**src/rtl/sound_pkg.sv**
```systemverilog
// Shared constants, state encoding and address decode for the sound bus sequencer.
// Both the Bomb Zone and Red Baron address maps are described here.
package sound_pkg;

    localparam logic [15:0] BZ_POKEY_BASE  = 16'h1820;
    localparam logic [15:0] RB_POKEY_BASE  = 16'h1810;
    localparam logic [15:0] BZ_LATCH_ADDR  = 16'h1840;
    localparam logic [15:0] RB_LATCH_ADDR  = 16'h1808;
    localparam logic [15:0] POKEY_WIN_MASK = 16'hFFF0;
    localparam logic [7:0]  UNMAPPED_RDATA = 8'hFF;

    typedef enum logic [1:0] {IDLE, SYNC, STROBE, ACK} seq_state_t;

    typedef enum logic [1:0] {HIT_NONE, HIT_POKEY, HIT_LATCH} hit_t;

    // Classifies a CPU address against the currently selected board map.
    function automatic hit_t decode_addr(input logic [15:0] addr, input logic redbaron);
        logic [15:0] pokey_base;
        logic [15:0] latch_addr;
        pokey_base = redbaron ? RB_POKEY_BASE : BZ_POKEY_BASE;
        latch_addr = redbaron ? RB_LATCH_ADDR : BZ_LATCH_ADDR;
        if ((addr & POKEY_WIN_MASK) == pokey_base) begin
            return HIT_POKEY;
        end else if (addr == latch_addr) begin
            return HIT_LATCH;
        end
        return HIT_NONE;
    endfunction

endpackage

```
**src/rtl/sound_bus_sequencer_if.sv**
```systemverilog
// CPU-side request/acknowledge bus between the bus decode and the sound sequencer.
interface sound_bus_sequencer_if;

    logic        req;
    logic        we;
    logic [15:0] addr;
    logic [7:0]  wdata;
    logic        ack;
    logic [7:0]  rdata;

    modport master (output req, we, addr, wdata, input ack, rdata);
    modport slave  (input req, we, addr, wdata, output ack, rdata);

endinterface

```
**src/rtl/sound_clk_en_gen.sv**
```systemverilog
// Derives the POKEY phi2 enable and the amplifier tick from the system clock.
module sound_clk_en_gen #(
    parameter int DIV_3M = 4,
    parameter int DIV_6K = 512
) (
    input  logic clk,
    input  logic rst,
    output logic clk_3MHz_en,
    output logic clk_6KHz_en
);

    localparam int W3 = $clog2(DIV_3M);
    localparam int W6 = $clog2(DIV_6K);
    localparam logic [W3-1:0] LAST_3M = W3'(DIV_3M - 1);
    localparam logic [W6-1:0] LAST_6K = W6'(DIV_6K - 1);

    logic [W3-1:0] cnt_3m;
    logic [W6-1:0] cnt_6k;

    // The slow tick advances only on phi2 pulses so both enables stay coincident.
    always_ff @(posedge clk or posedge rst) begin
        if (rst) begin
            cnt_3m      <= '0;
            cnt_6k      <= '0;
            clk_3MHz_en <= 1'b0;
            clk_6KHz_en <= 1'b0;
        end else if (cnt_3m == LAST_3M) begin
            cnt_3m      <= '0;
            clk_3MHz_en <= 1'b1;
            if (cnt_6k == LAST_6K) begin
                cnt_6k      <= '0;
                clk_6KHz_en <= 1'b1;
            end else begin
                cnt_6k      <= cnt_6k + 1'b1;
                clk_6KHz_en <= 1'b0;
            end
        end else begin
            cnt_3m      <= cnt_3m + 1'b1;
            clk_3MHz_en <= 1'b0;
            clk_6KHz_en <= 1'b0;
        end
    end

endmodule

```
**src/rtl/sound_bus_sequencer.sv**
```systemverilog
// Sequences CPU accesses into the POKEY window and the sound output latch,
// aligning POKEY cycles to one full phi2 period.
module sound_bus_sequencer
    import sound_pkg::*;
#(
    parameter int DIV_3M = 4,
    parameter int DIV_6K = 512
) (
    input  logic                        clk,
    input  logic                        rst,
    input  logic                        mod_redbaron,
    sound_bus_sequencer_if.slave        bus,
    output logic                        clk_3MHz_en,
    output logic                        clk_6KHz_en,
    output logic                        pokey_cs,
    output logic                        pokey_we,
    output logic [3:0]                  pokey_a,
    output logic [7:0]                  pokey_din,
    input  logic [7:0]                  pokey_dout,
    output logic                        audiosel,
    output logic                        amp_sd
);

    seq_state_t state;
    seq_state_t next_state;
    hit_t       hit;

    logic       ack_q;
    logic [7:0] rdata_q;
    logic [7:0] out_latch;
    logic       cap_we;
    logic [3:0] cap_addr;
    logic [7:0] cap_wdata;

    sound_clk_en_gen #(
        .DIV_3M (DIV_3M),
        .DIV_6K (DIV_6K)
    ) u_clk_en_gen (
        .clk         (clk),
        .rst         (rst),
        .clk_3MHz_en (clk_3MHz_en),
        .clk_6KHz_en (clk_6KHz_en)
    );

    assign hit       = decode_addr(bus.addr, mod_redbaron);
    assign bus.ack   = ack_q;
    assign bus.rdata = rdata_q;
    assign audiosel  = out_latch[0];
    assign amp_sd    = out_latch[5];

    always_ff @(posedge clk or posedge rst) begin
        if (rst) begin
            state <= IDLE;
        end else begin
            state <= next_state;
        end
    end

    always_comb begin
        next_state = state;
        case (state)
            IDLE: begin
                if (bus.req) begin
                    next_state = (hit == HIT_POKEY) ? SYNC : ACK;
                end
            end
            SYNC: begin
                if (clk_3MHz_en) begin
                    next_state = STROBE;
                end
            end
            STROBE: begin
                if (clk_3MHz_en) begin
                    next_state = ACK;
                end
            end
            ACK:     next_state = IDLE;
            default: next_state = IDLE;
        endcase
    end

    // ack and pokey_cs are registered copies of the upcoming state so they
    // line up exactly with the ACK and STROBE cycles.
    always_ff @(posedge clk or posedge rst) begin
        if (rst) begin
            ack_q     <= 1'b0;
            rdata_q   <= 8'h00;
            pokey_cs  <= 1'b0;
            pokey_we  <= 1'b0;
            pokey_a   <= 4'h0;
            pokey_din <= 8'h00;
            out_latch <= 8'h00;
            cap_we    <= 1'b0;
            cap_addr  <= 4'h0;
            cap_wdata <= 8'h00;
        end else begin
            ack_q    <= (next_state == ACK);
            pokey_cs <= (next_state == STROBE);
            case (state)
                IDLE: begin
                    if (bus.req) begin
                        cap_we    <= bus.we;
                        cap_addr  <= bus.addr[3:0];
                        cap_wdata <= bus.wdata;
                        case (hit)
                            HIT_LATCH: begin
                                if (bus.we) begin
                                    out_latch <= bus.wdata;
                                end else begin
                                    rdata_q <= out_latch;
                                end
                            end
                            HIT_POKEY: begin
                            end
                            default: rdata_q <= UNMAPPED_RDATA;
                        endcase
                    end
                end
                SYNC: begin
                    if (clk_3MHz_en) begin
                        pokey_a   <= cap_addr;
                        pokey_we  <= cap_we;
                        pokey_din <= cap_wdata;
                    end
                end
                STROBE: begin
                    if (clk_3MHz_en) begin
                        if (!cap_we) begin
                            rdata_q <= pokey_dout;
                        end
                        pokey_we <= 1'b0;
                    end
                end
                default: begin
                end
            endcase
        end
    end

endmodule

```
**src/flat_wrapper.sv**
```systemverilog
// flat-port wrapper written by rule: the top's interface ports become plain ports
module sound_bus_sequencer_flat import sound_pkg::*;
#(
    parameter int DIV_3M = 4,
    parameter int DIV_6K = 512
)
  (clk, rst, mod_redbaron, clk_3MHz_en, clk_6KHz_en, pokey_cs, pokey_we, pokey_a, pokey_din, pokey_dout, audiosel, amp_sd, bus_req, bus_we, bus_addr, bus_wdata, bus_ack, bus_rdata);
  sound_bus_sequencer_if bus_i ();
  input  logic clk;
  input  logic rst;
  input  logic mod_redbaron;
  output logic clk_3MHz_en;
  output logic clk_6KHz_en;
  output logic pokey_cs;
  output logic pokey_we;
  output logic [3:0] pokey_a;
  output logic [7:0] pokey_din;
  input  logic [7:0] pokey_dout;
  output logic audiosel;
  output logic amp_sd;
  input wire logic [$bits(bus_i.req)-1:0] bus_req;
  input wire logic [$bits(bus_i.we)-1:0] bus_we;
  input wire logic [$bits(bus_i.addr)-1:0] bus_addr;
  input wire logic [$bits(bus_i.wdata)-1:0] bus_wdata;
  output wire logic [$bits(bus_i.ack)-1:0] bus_ack;
  output wire logic [$bits(bus_i.rdata)-1:0] bus_rdata;
  assign bus_i.req = bus_req;
  assign bus_i.we = bus_we;
  assign bus_i.addr = bus_addr;
  assign bus_i.wdata = bus_wdata;
  assign bus_ack = bus_i.ack;
  assign bus_rdata = bus_i.rdata;
  sound_bus_sequencer #(.DIV_3M(DIV_3M), .DIV_6K(DIV_6K)) u_core (.clk(clk), .rst(rst), .mod_redbaron(mod_redbaron), .bus(bus_i), .clk_3MHz_en(clk_3MHz_en), .clk_6KHz_en(clk_6KHz_en), .pokey_cs(pokey_cs), .pokey_we(pokey_we), .pokey_a(pokey_a), .pokey_din(pokey_din), .pokey_dout(pokey_dout), .audiosel(audiosel), .amp_sd(amp_sd));
endmodule
```
**config.mk**
```make
export PLATFORM = sky130hd
export DESIGN_NAME = sound_bus_sequencer_flat
export DESIGN_NICKNAME = d
export VERILOG_FILES = /design/src/rtl/sound_pkg.sv /design/src/rtl/sound_bus_sequencer_if.sv /design/src/rtl/sound_clk_en_gen.sv /design/src/rtl/sound_bus_sequencer.sv /design/src/flat_wrapper.sv
export SDC_FILE = /design/constraint.sdc
export NUM_CORES = 1
export LEC_CHECK = 0
export ABC_AREA = 0
export BUFFER_PORTS_ARGS = -buffer_cell sky130_fd_sc_hd__clkbuf_2
export CORE_ASPECT_RATIO = 0.7
export CORE_MARGIN = 8
export CORE_UTILIZATION = 55
export CTS_BUF_LIST = sky130_fd_sc_hd__clkbuf_4
export DETAILED_ROUTE_END_ITERATION = 7
export PLACE_DENSITY = 0.82
export SLEW_MARGIN = 25
export SYNTH_ARGS = -nofsm -noshare
export SYNTH_HDL_FRONTEND = slang
export SYNTH_SLANG_ARGS = --single-unit
export TNS_END_PERCENT = 50
```
**constraint.sdc**
```tcl
create_clock -name clk -period 2.2 [get_ports clk]
set_clock_uncertainty 0.05 [all_clocks]
set_input_delay 0.33 -clock clk [delete_from_list [all_inputs] [get_ports clk]]
set_output_delay 0.33 -clock clk [all_outputs]
set_load 0.03 [all_outputs]
```
# Word-level counts from Yosys, hierarchy flattened
# Cells that the tools add are included.
# totals
output_inout_bits,27
n_memories,0
input_bits,37
latchBits,0
ramBits,0
mem_bits_ro,0
regBits,59
word_cells,68
# op_classes
n_mul,0
addsub,2
n_reduce_logical,8
muxes,26
n_bitwise,0
shift,0
n_eq_ne,17
n_lt_le_gt_ge,0
div_mod_pow,0
# ops
operator,count
$eq A16 B16 Y1,2
$mux W8,4
$pmux W8 S2,2
$mux W2,8
$eq A2 B2 Y1 const B,6
$ne A2 B2 Y1 const B,5
$add A9 B1 Y9 const B,1
$eq A9 B9 Y1 const B,1
$mux W9,1
$pmux W2 S4,1
$mux W1,7
$mux W7,1
$mux W6,1
$reduce_and A6 Y1,1
$eq A2 B1 Y1 const B,2
$reduce_and A2 Y1,2
$reduce_and A4 Y1,1
$reduce_bool A2 Y1,2
$ne A3 B3 Y1 const B,1
$reduce_and A3 Y1,1
$add A2 B1 Y2 const B,1
$logic_not A2 Y1,1
$pmux W1 S2,1

# Longest topological paths before layout
# Gate-level depths: netlist of run 1.
# logic_depth
depth_word,10
mapped_depth,8
ltp_nobuf,8

# Modules after synthesis
# From an unflattened synthesis of run 1, not the netlist that was laid out.
# unflattened
cells_unflattened,217
area_unflattened_um2,2693.8
# modules_own_cells
mod,instances,cells_per_inst,area_each_um2
sound_bus_sequencer,1,160,2079.5
sound_clk_en_gen,1,57,614.3

# Worst setup path before layout of run 1
# Ideal clock, no wire load.
# synth_timing
path_kind,register -> register
start,register u_core.u_clk_en_gen.cnt_6k[0]
end,register u_core.u_clk_en_gen.cnt_6k[3]
t_arrival_ns,1.554
path_stages_with_launch,8
required_ns,2.055
slack_ns,0.501
cell_sequence,dfrtp_1 -> ha_1 -> nand3_1 -> nor2_1 -> and3_1 -> ha_1 -> nand2b_1 -> o31ai_1
# synth_between
elab_chain_cells,2
# synth_lines
item,line_no,rtl
"start, declared",sound_clk_en_gen.sv:18,logic [W6-1:0] cnt_6k;
"start signal, assigned",sound_clk_en_gen.sv:34,cnt_6k <= cnt_6k + 1'b1;
$add A9 B1 Y9 or $eq A9 B9 Y1 (tied branches),"sound_clk_en_gen.sv:34, sound_clk_en_gen.sv:30",
$mux W9 (*),sound_clk_en_gen.sv:30,if (cnt_6k == LAST_6K) begin
# Mark *: on every way between the ends. The rest lies on a longest branch, timed or not.
# A chain may end at the register's enable or synchronous reset.

# Worst setup path after layout of run 1
# Ends and elaborated chain as after synthesis.

==> results.json, run 1 <==
{
  "status": "completed",
  "tritoncts": "done",
  "max_cap_violations": 0,
  "cts_htree_levels": 3,
  "grt_use_total": 0.171,
  "setup_violations": 0,
  "clkLatencyLatePin_ns": 0.39,
  "place.gp.congestion": 0.864,
  "die_w_um": 99.0,
  "cts-root-buf": "clkbuf_4",
  "netlist_instances": 203,
  "drc": 0,
  "tns_ns": 0,
  "critPathLaunchType": "flop",
  "post_cts_resized": 0,
  "reg2reg_slack_ns": 0.28,
  "rsz0062_at_grt": "no",
  "grt_start_max_net_pins": 29,
  "core_sq_mm": 0.00470,
  "synth.top_cell.area_share": 0.557,
  "dpl_cell_area_sq_mm": 0.00304,
  "grt_pass1_vias": 1883,
  "die-area_sq_mm": 0.00734,
  "finalPower_mw": 3.31,
  "hold_class": "in2reg",
  "drt-initial-drc-count": 107,
  "numCtsBuffers": 9,
  "ant_nets": 0,
  "hpwlAfterDp_mm": 4.53,
  "fin_cells": 339,
  "yosysWarnings": 0,
  "tightest_slew_ns": 0.574,
  "power_leakage_nw": 1.55,
  "wl_mm": 5.83,
  "crit_path_cell_trace": "ha_1 > nand3_1 > nor2_1 > and3_1 > ha_1 > nand2b_1 > o31ai_1",
  "drv_slew": 0,
  "vias_per_cell": 5.47,
  "synth.top_cells.by_area": "dfrtp_1 (56%), mux2_2 (6.8%), mux2_4 (4.5%), mux2_1 (4.2%), mux2i_1 (3.0%)",
  "vias": 1853,
  "dr.pass1.iters": 4,
  "routedWlPerCell_um": 17.2,
  "grt_pass1_wl_mm": 9.48,
  "crit_type": "reg2reg",
  "worstPathArrival_ns": 2.17,
  "final_hold_viol_count": 0,
  "holdWs_ns": 0.125,
  "synth_seq_area_share": 0.557,
  "start_util": 0.564,
  "synthTopCellsByCount": "dfrtp_1 (59), mux2_2 (16), nor2_1 (11)",
  "syn-num-nets": 243,
  "cp_max_fo": 7,
  "crit_required_ns": 2.45,
  "cp_slowest_stage_delay_ns": 0.43,
  "syn2layout_area_growth_pct": 19.0,
  "fin_crit_ns": 1.92,
  "synth-edff-count": 0,
  "ys_types": 45,
  "design_area_sq_mm": 0.00316,
  "grt.met3_usage": 0.0626,
  "ios": 64,
  "cp_top_family": "simple AND/OR/NAND/NOR gates",
  "cpMostUsedCell": "ha_1",
  "p_per_area_mw_per_mm2": 1050,
  "yosysTopAreaCell": "dfrtp_1",
  "rows": 21,
  "numClockSinks": 59,
  "grt_use_met2": 0.261,
  "die_y_um": 74.1,
  "top_usage_layer": "met2",
  "n_antenna_cell": 0,
  "syn_area_sq_mm": 0.00265,
  "port_buffers": 63,
  "nets": 317,
  "place_inst": 322,
  "layout-drive-gt1-share": 0.433,
  "fin_crit_sh": 0.875,
  "synth-main-ff-cell": "dfrtp_1",
  "relSlewSlack": 0.617,
  "max-vdd-ir-drop_uv": 637,
  "ys_ff_latch": 59,
  "use_met1": 0.216,
  "critPathBufInv": 0,
  "clk_path_buf_depth": 2,
  "grt.overflow.total": 0,
  "avgSynthCellArea_sq_um": 13.1,
  "async_reset_ff_frac": 1.00,
  "cp_slowest_cell": "dfrtp_1",
  "synthMostInstantiatedCell": "dfrtp_1",
  "clk_pin_slew_worst_paths_ns": 0.09,
  "max_clock_freq_mhz": 520,
  "antenna_found_initial": 0,
  "end_kind": "flop"
}
## registers in the layout, summed over array words and instances (netlist names)
| register | flops |
|---|---|
| u_core.u_clk_en_gen.cnt_6k | 9 |
| u_core.bus.rdata | 8 |
| u_core.pokey_a | 4 |
| u_core.pokey_din | 8 |
| u_core.state | 2 |
| u_core.cap_wdata | 8 |
| u_core.out_latch | 8 |
| u_core.pokey_cs | 1 |
| u_core.pokey_we | 1 |
| u_core.bus.ack | 1 |
| u_core.u_clk_en_gen.clk_3MHz_en | 1 |
| u_core.u_clk_en_gen.cnt_3m | 2 |
| u_core.cap_addr | 4 |
| u_core.cap_we | 1 |
| u_core.u_clk_en_gen.clk_6KHz_en | 1 |
## metal layers
metal,vias up,part of all wire,wire length (um)
met3,2,0.061,355
met2,58,0.47,2730
met5,-,0,0
li1,884,-,-
met4,0,0.0069,40
met1,909,0.46,2700
## cell usage in the layout (no fill, tap or decap), drive strengths merged, types with 3 or more instances in the layout
cell type  Yosys  routed
clkbuf         1      75
dfrtp         59      59
mux2          34      34
nor2          13      13
o21ai         10      10
inv           10      10
nand2          9       9
mux2i          8       8
o22ai          8       8
nand3          8       8
buf            5       5
o31ai          5       5
nor3           5       5
a21oi          4       4
clkinv         0       4
ha             3       3
## stage by stage
stage / worst slack (ns) / utilization
floorplan: 0.364 / -
finish: 0.276 / 0.671
CTS: 0.303 / 0.671
detailed placement: 0.291 / 0.646
global route: 0.128 / 0.671
global placement: 0.378 / 0.646
## worst register-to-register path, stage by stage, from the launching register on
cell and delay, ns:
dfrtp_1 0.43, ha_1 0.25, nand3_1 0.14, nor2_1 0.09
and3_1 0.18, ha_1 0.26, nand2b_1 0.20, o31ai_1 0.24
## final timing paths
path	start	end	cells after the start
setup / recovery	u_core.u_clk_en_gen.cnt_6k[0]	u_core.u_clk_en_gen.cnt_6k[3]	7
max in group asynchronous	rst	u_core.pokey_din[5]	4
hold reg to reg	u_core.u_clk_en_gen.cnt_3m[0]	u_core.u_clk_en_gen.cnt_3m[0]	1
min in group asynchronous	rst	u_core.pokey_a[2]	3
setup reg to reg	u_core.u_clk_en_gen.cnt_6k[0]	u_core.u_clk_en_gen.cnt_6k[3]	7
hold / removal	bus_addr[0]	u_core.cap_addr[0]	2
## final cells by class
| type | instances | area (sq um) |
|---|---|---|
| Multi-Input combinational cell | 128 | 1100 |
| Timing Repair Buffer | 69 | 363 |
| Clock inverter | 4 | 17.5 |
| Fill cell | 363 | 1550 |
| Clock buffer | 12 | 90.1 |
| Tap cell | 57 | 71.3 |
| Inverter | 10 | 37.5 |
| Sequential cell | 59 | 1480 |
## kinds of logic (layout without fill, tap and decap cells)
| group | count (synthesis) | after routing | synth area share |
|---|---|---|---|
| compound gates | 33 | 33 | 0.0844 |
| xor+xnor | 2 | 2 | 0.00660 |
| fa+ha+maj | 3 | 3 | 0.0142 |
| buf+inv | 16 | 95 | 0.0283 |
| flops | 59 | 59 | 0.557 |
| mux | 42 | 42 | 0.186 |
| simple gates | 48 | 48 | 0.124 |
## where the power goes
group / switching (mW) / internal [mW] / leakage (nW)
sequential: 0.196 / 1.40 / 0.721
combinational: 0.684 / 0.408 / 0.758
clock: 0.363 / 0.260 / 0.0662
## timing repair
| action | in CTS | in global routing |
|---|---|---|
| hold endpoints to repair | 26 | 0 |
| setup buffers | 0 | 0 |
| hold buffers | 1 | 0 |
No activity file was read; power rests on OpenSTA's default activity.
==> inputs of run 2 (changes only) <==
ABC_AREA = 1   (was 0)
PLACE_DENSITY = 0.81   (was 0.82)
==> run 2 against run 1 <==
  * Synthesized area is 3.6% higher
  * First-iteration DRC count is 4.7% higher
  * Count of clock-buffer cells in the layout is 1 lower
  * Highest routed layer unchanged
  * Sequential power hardly changed
  * Global-route usage is 0.40 points lower
  * Non-clock buffer count stayed put
  * Hold slack worse by 0.0022 ns
  * Die area is 2.9% higher
==> results.json, run 2 <==
{
  "rsz0062_at_grt": "no",
  "core_sq_mm": 0.00481,
  "max_cap_violations": 0,
  "hold_depth": 3,
  "hold_class": "in2reg",
  "grt_pass1_vias": 2178,
  "synth-main-ff-cell": "dfrtp_1",
  "yosysWarnings": 0,
  "largest_register": "u_core.u_clk_en_gen.cnt_6k",
  "grt_pass1_wl_mm": 9.67,
  "status": "completed",
  "die-area_sq_mm": 0.00755,
  "hp-start": "bus_wdata[4]",
  "regArea_sq_mm": 0.00148,
  "synth-edff-count": 0,
  "drt-initial-drc-count": 112,
  "numClockSinks": 59,
  "final_cell_mix": "nand2_1 (85), clkbuf_2 (63), dfrtp_1 (59), inv_1 (40), nor2_1 (30)",
  "n_antenna_cell": 0,
  "place.gp.congestion": 0.855,
  "layout_setup_ws_ns": 0.346,
  "dr.pass1.iters": 4,
  "fillCellCount": 395,
  "async_reset_ff_frac": 1.00,
  "max-vdd-ir-drop_uv": 613,
  "final_hold_viol_count": 0,
  "worstPathArrival_ns": 2.09,
  "numCtsBuffers": 9,
  "syn2layout_area_growth_pct": 19.4,
  "vias": 2244,
  "nets": 427,
  "cp_max_fo": 6,
  "ant_nets": 0,
  "grt_start_max_net_pins": 27,
  "clkLatencyLatePin_ns": 0.40,
  "max_clock_freq_mhz": 539,
  "grt.overflow.total": 0,
  "worstRegToRegCells": 8,
  "die_y_um": 75.2,
  "power_leakage_nw": 1.77,
  "relSlewSlack": 0.676,
  "rows": 21,
  "netlist_instances": 315,
  "crit_required_ns": 2.44,
  "design_area_sq_mm": 0.00328,
  "hpwlAfterDp_mm": 4.48,
  "min_to": "u_core.out_latch[4]",
  "die_w_um": 101,
  "ys_ff_latch": 59,
  "avgSynthCellArea_sq_um": 8.73,
  "synthMostInstantiatedCell": "nand2_1",
  "timing.rr.end": "u_core.u_clk_en_gen.cnt_6k[4]",
  "synthTopCellsByCount": "nand2_1 (85), dfrtp_1 (59), inv_1 (41)",
  "post_cts_resized": 0,
  "synth.top_cells.by_area": "dfrtp_1 (54%), nand2_1 (12%), inv_1 (5.6%), nor2_1 (4.1%), mux2_2 (3.7%)",
  "drc": 0,
  "setup_violations": 0,
  "syn-num-nets": 355,
  "layout-drive-gt1-share": 0.302,
  "synth.top_cell.area_share": 0.537,
  "cts_htree_levels": 3,
  "clk_path_buf_depth": 2,
  "ys_types": 27,
  "critPathLaunchType": "flop",
  "tns_ns": 0,
  "port_buffers": 63,
  "wl_mm": 5.80,
  "antenna_found_initial": 0,
  "start_util": 0.572,
  "grt_use_total": 0.167,
  "multiInputGateArea_sq_mm": 0.00104,
  "cts-root-buf": "clkbuf_4",
  "fin_crit_ns": 1.85,
  "syn_area_sq_mm": 0.00275,
  "largest_reg_flops": 9,
  "p_per_area_mw_per_mm2": 1140,
  "r2r-start": "u_core.u_clk_en_gen.cnt_6k[0]",
  "vias_per_cell": 4.88,
  "drv_slew": 0,
  "reg2reg_slack_ns": 0.35,
  "pre_cts_ws_ns": 0.388,
  "tightest_slew_ns": 0.486,
  "dpl_cell_area_sq_mm": 0.00315,
  "crit_type": "reg2reg",
  "end_kind": "flop",
  "tritoncts": "done",
  "ios": 64,
  "yosysTopAreaCell": "dfrtp_1",
  "fin_crit_sh": 0.843,
  "routedWlPerCell_um": 12.6,
  "final_common_cell": "nand2_1",
  "synth_seq_area_share": 0.537,
  "clk_pin_slew_worst_paths_ns": 0.09,
  "finalPower_mw": 3.76
}
==> run 2: cell types whose count changed in the layout (fill, tap and decap cells not counted), sizes merged, moves of 3 or more <==
cell and delta:
a21oi +3, nand3 +3, inv +37, o21ai +17, mux2 -25, mux2i -7
nand2 +79, o22ai -8, nand4 +9, nor2 +24, o31ai -5
==> run 2: per-stage QoR <==
stage          instances  utilization  hold WS (ns)
5_1_grt              460        0.683         0.104
2_1_floorplan        315            -         0.353
6_report             460        0.683         0.123
3_3_place_gp         444        0.655         0.312
4_1_cts              460        0.683        0.0946
3_5_place_dp         444        0.655         0.314
==> run 2: worst max path at each step <==
stage                                   from  slack [ns]                       endpoint  cells after the start
6_report       u_core.u_clk_en_gen.cnt_6k[0]        0.35  u_core.u_clk_en_gen.cnt_6k[4]                      8
4_1_cts        u_core.u_clk_en_gen.cnt_6k[0]        0.36  u_core.u_clk_en_gen.cnt_6k[6]                      8
3_3_place_gp   u_core.u_clk_en_gen.cnt_6k[0]        0.49  u_core.u_clk_en_gen.cnt_6k[4]                      8
5_1_grt        u_core.u_clk_en_gen.cnt_6k[0]        0.18  u_core.u_clk_en_gen.cnt_6k[6]                      8
2_1_floorplan                            rst        0.36                 u_core.bus.ack                      1
3_5_place_dp   u_core.u_clk_en_gen.cnt_6k[0]        0.39  u_core.u_clk_en_gen.cnt_6k[4]                      8
==> run 2: layout make-up <==
| cell class | count | share of cell area |
|---|---|---|
| inverters | 47 | 0.0537 |
| well taps | 69 | 0.0263 |
| repair buffers | 69 | 0.114 |
| flip-flops and latches | 59 | 0.450 |
| clock buffers | 11 | 0.0252 |
| clock inverters | 4 | 0.0130 |
| multi-input cells | 201 | 0.318 |
==> run 2: where the power goes <==
| group | internal (mW) | switching (mW) | total, mW |
|---|---|---|---|
| clock network | 0.357 | 0.371 | 0.729 |
| registers | 1.42 | 0.196 | 1.62 |
| logic | 0.451 | 0.957 | 1.41 |
==> run 2: logic make-up (layout without fill, tap and decap cells) <==
logic type | count (synthesis) | after routing | synth area share
buffers and inverters | 55 | 131 | 0.0833
adders and majority gates | 3 | 3 | 0.0137
AOI/OAI and AO/OA | 35 | 35 | 0.0751
muxes | 10 | 10 | 0.0405
and+or+nand+nor | 153 | 153 | 0.250
DFF | 59 | 59 | 0.537
==> run 2: metal layers <==
layer	part of all wire	track usage	routed length [um]
met1	0.45	0.194	2640
met2	0.46	0.267	2640
met3	0.075	0.0766	438
met4	0.014	0.0617	84
met5	0	0	0
==> run 2: timing repair <==
| action | CTS | global route |
|---|---|---|
| hold endpoints to repair | 20 | 0 |
| hold buffers | 1 | 0 |
| setup buffers | 0 | 0 |
==> run 2: critical path, cell delays in order (launching register included) <==
cell	delay (ns)
dfrtp_1	0.40
ha_1	0.21
nand3_1	0.13
nor3_1	0.26
and3_1	0.21
ha_1	0.15
nand2_1	0.13
o21ai_0	0.13
nor2_1	0.07
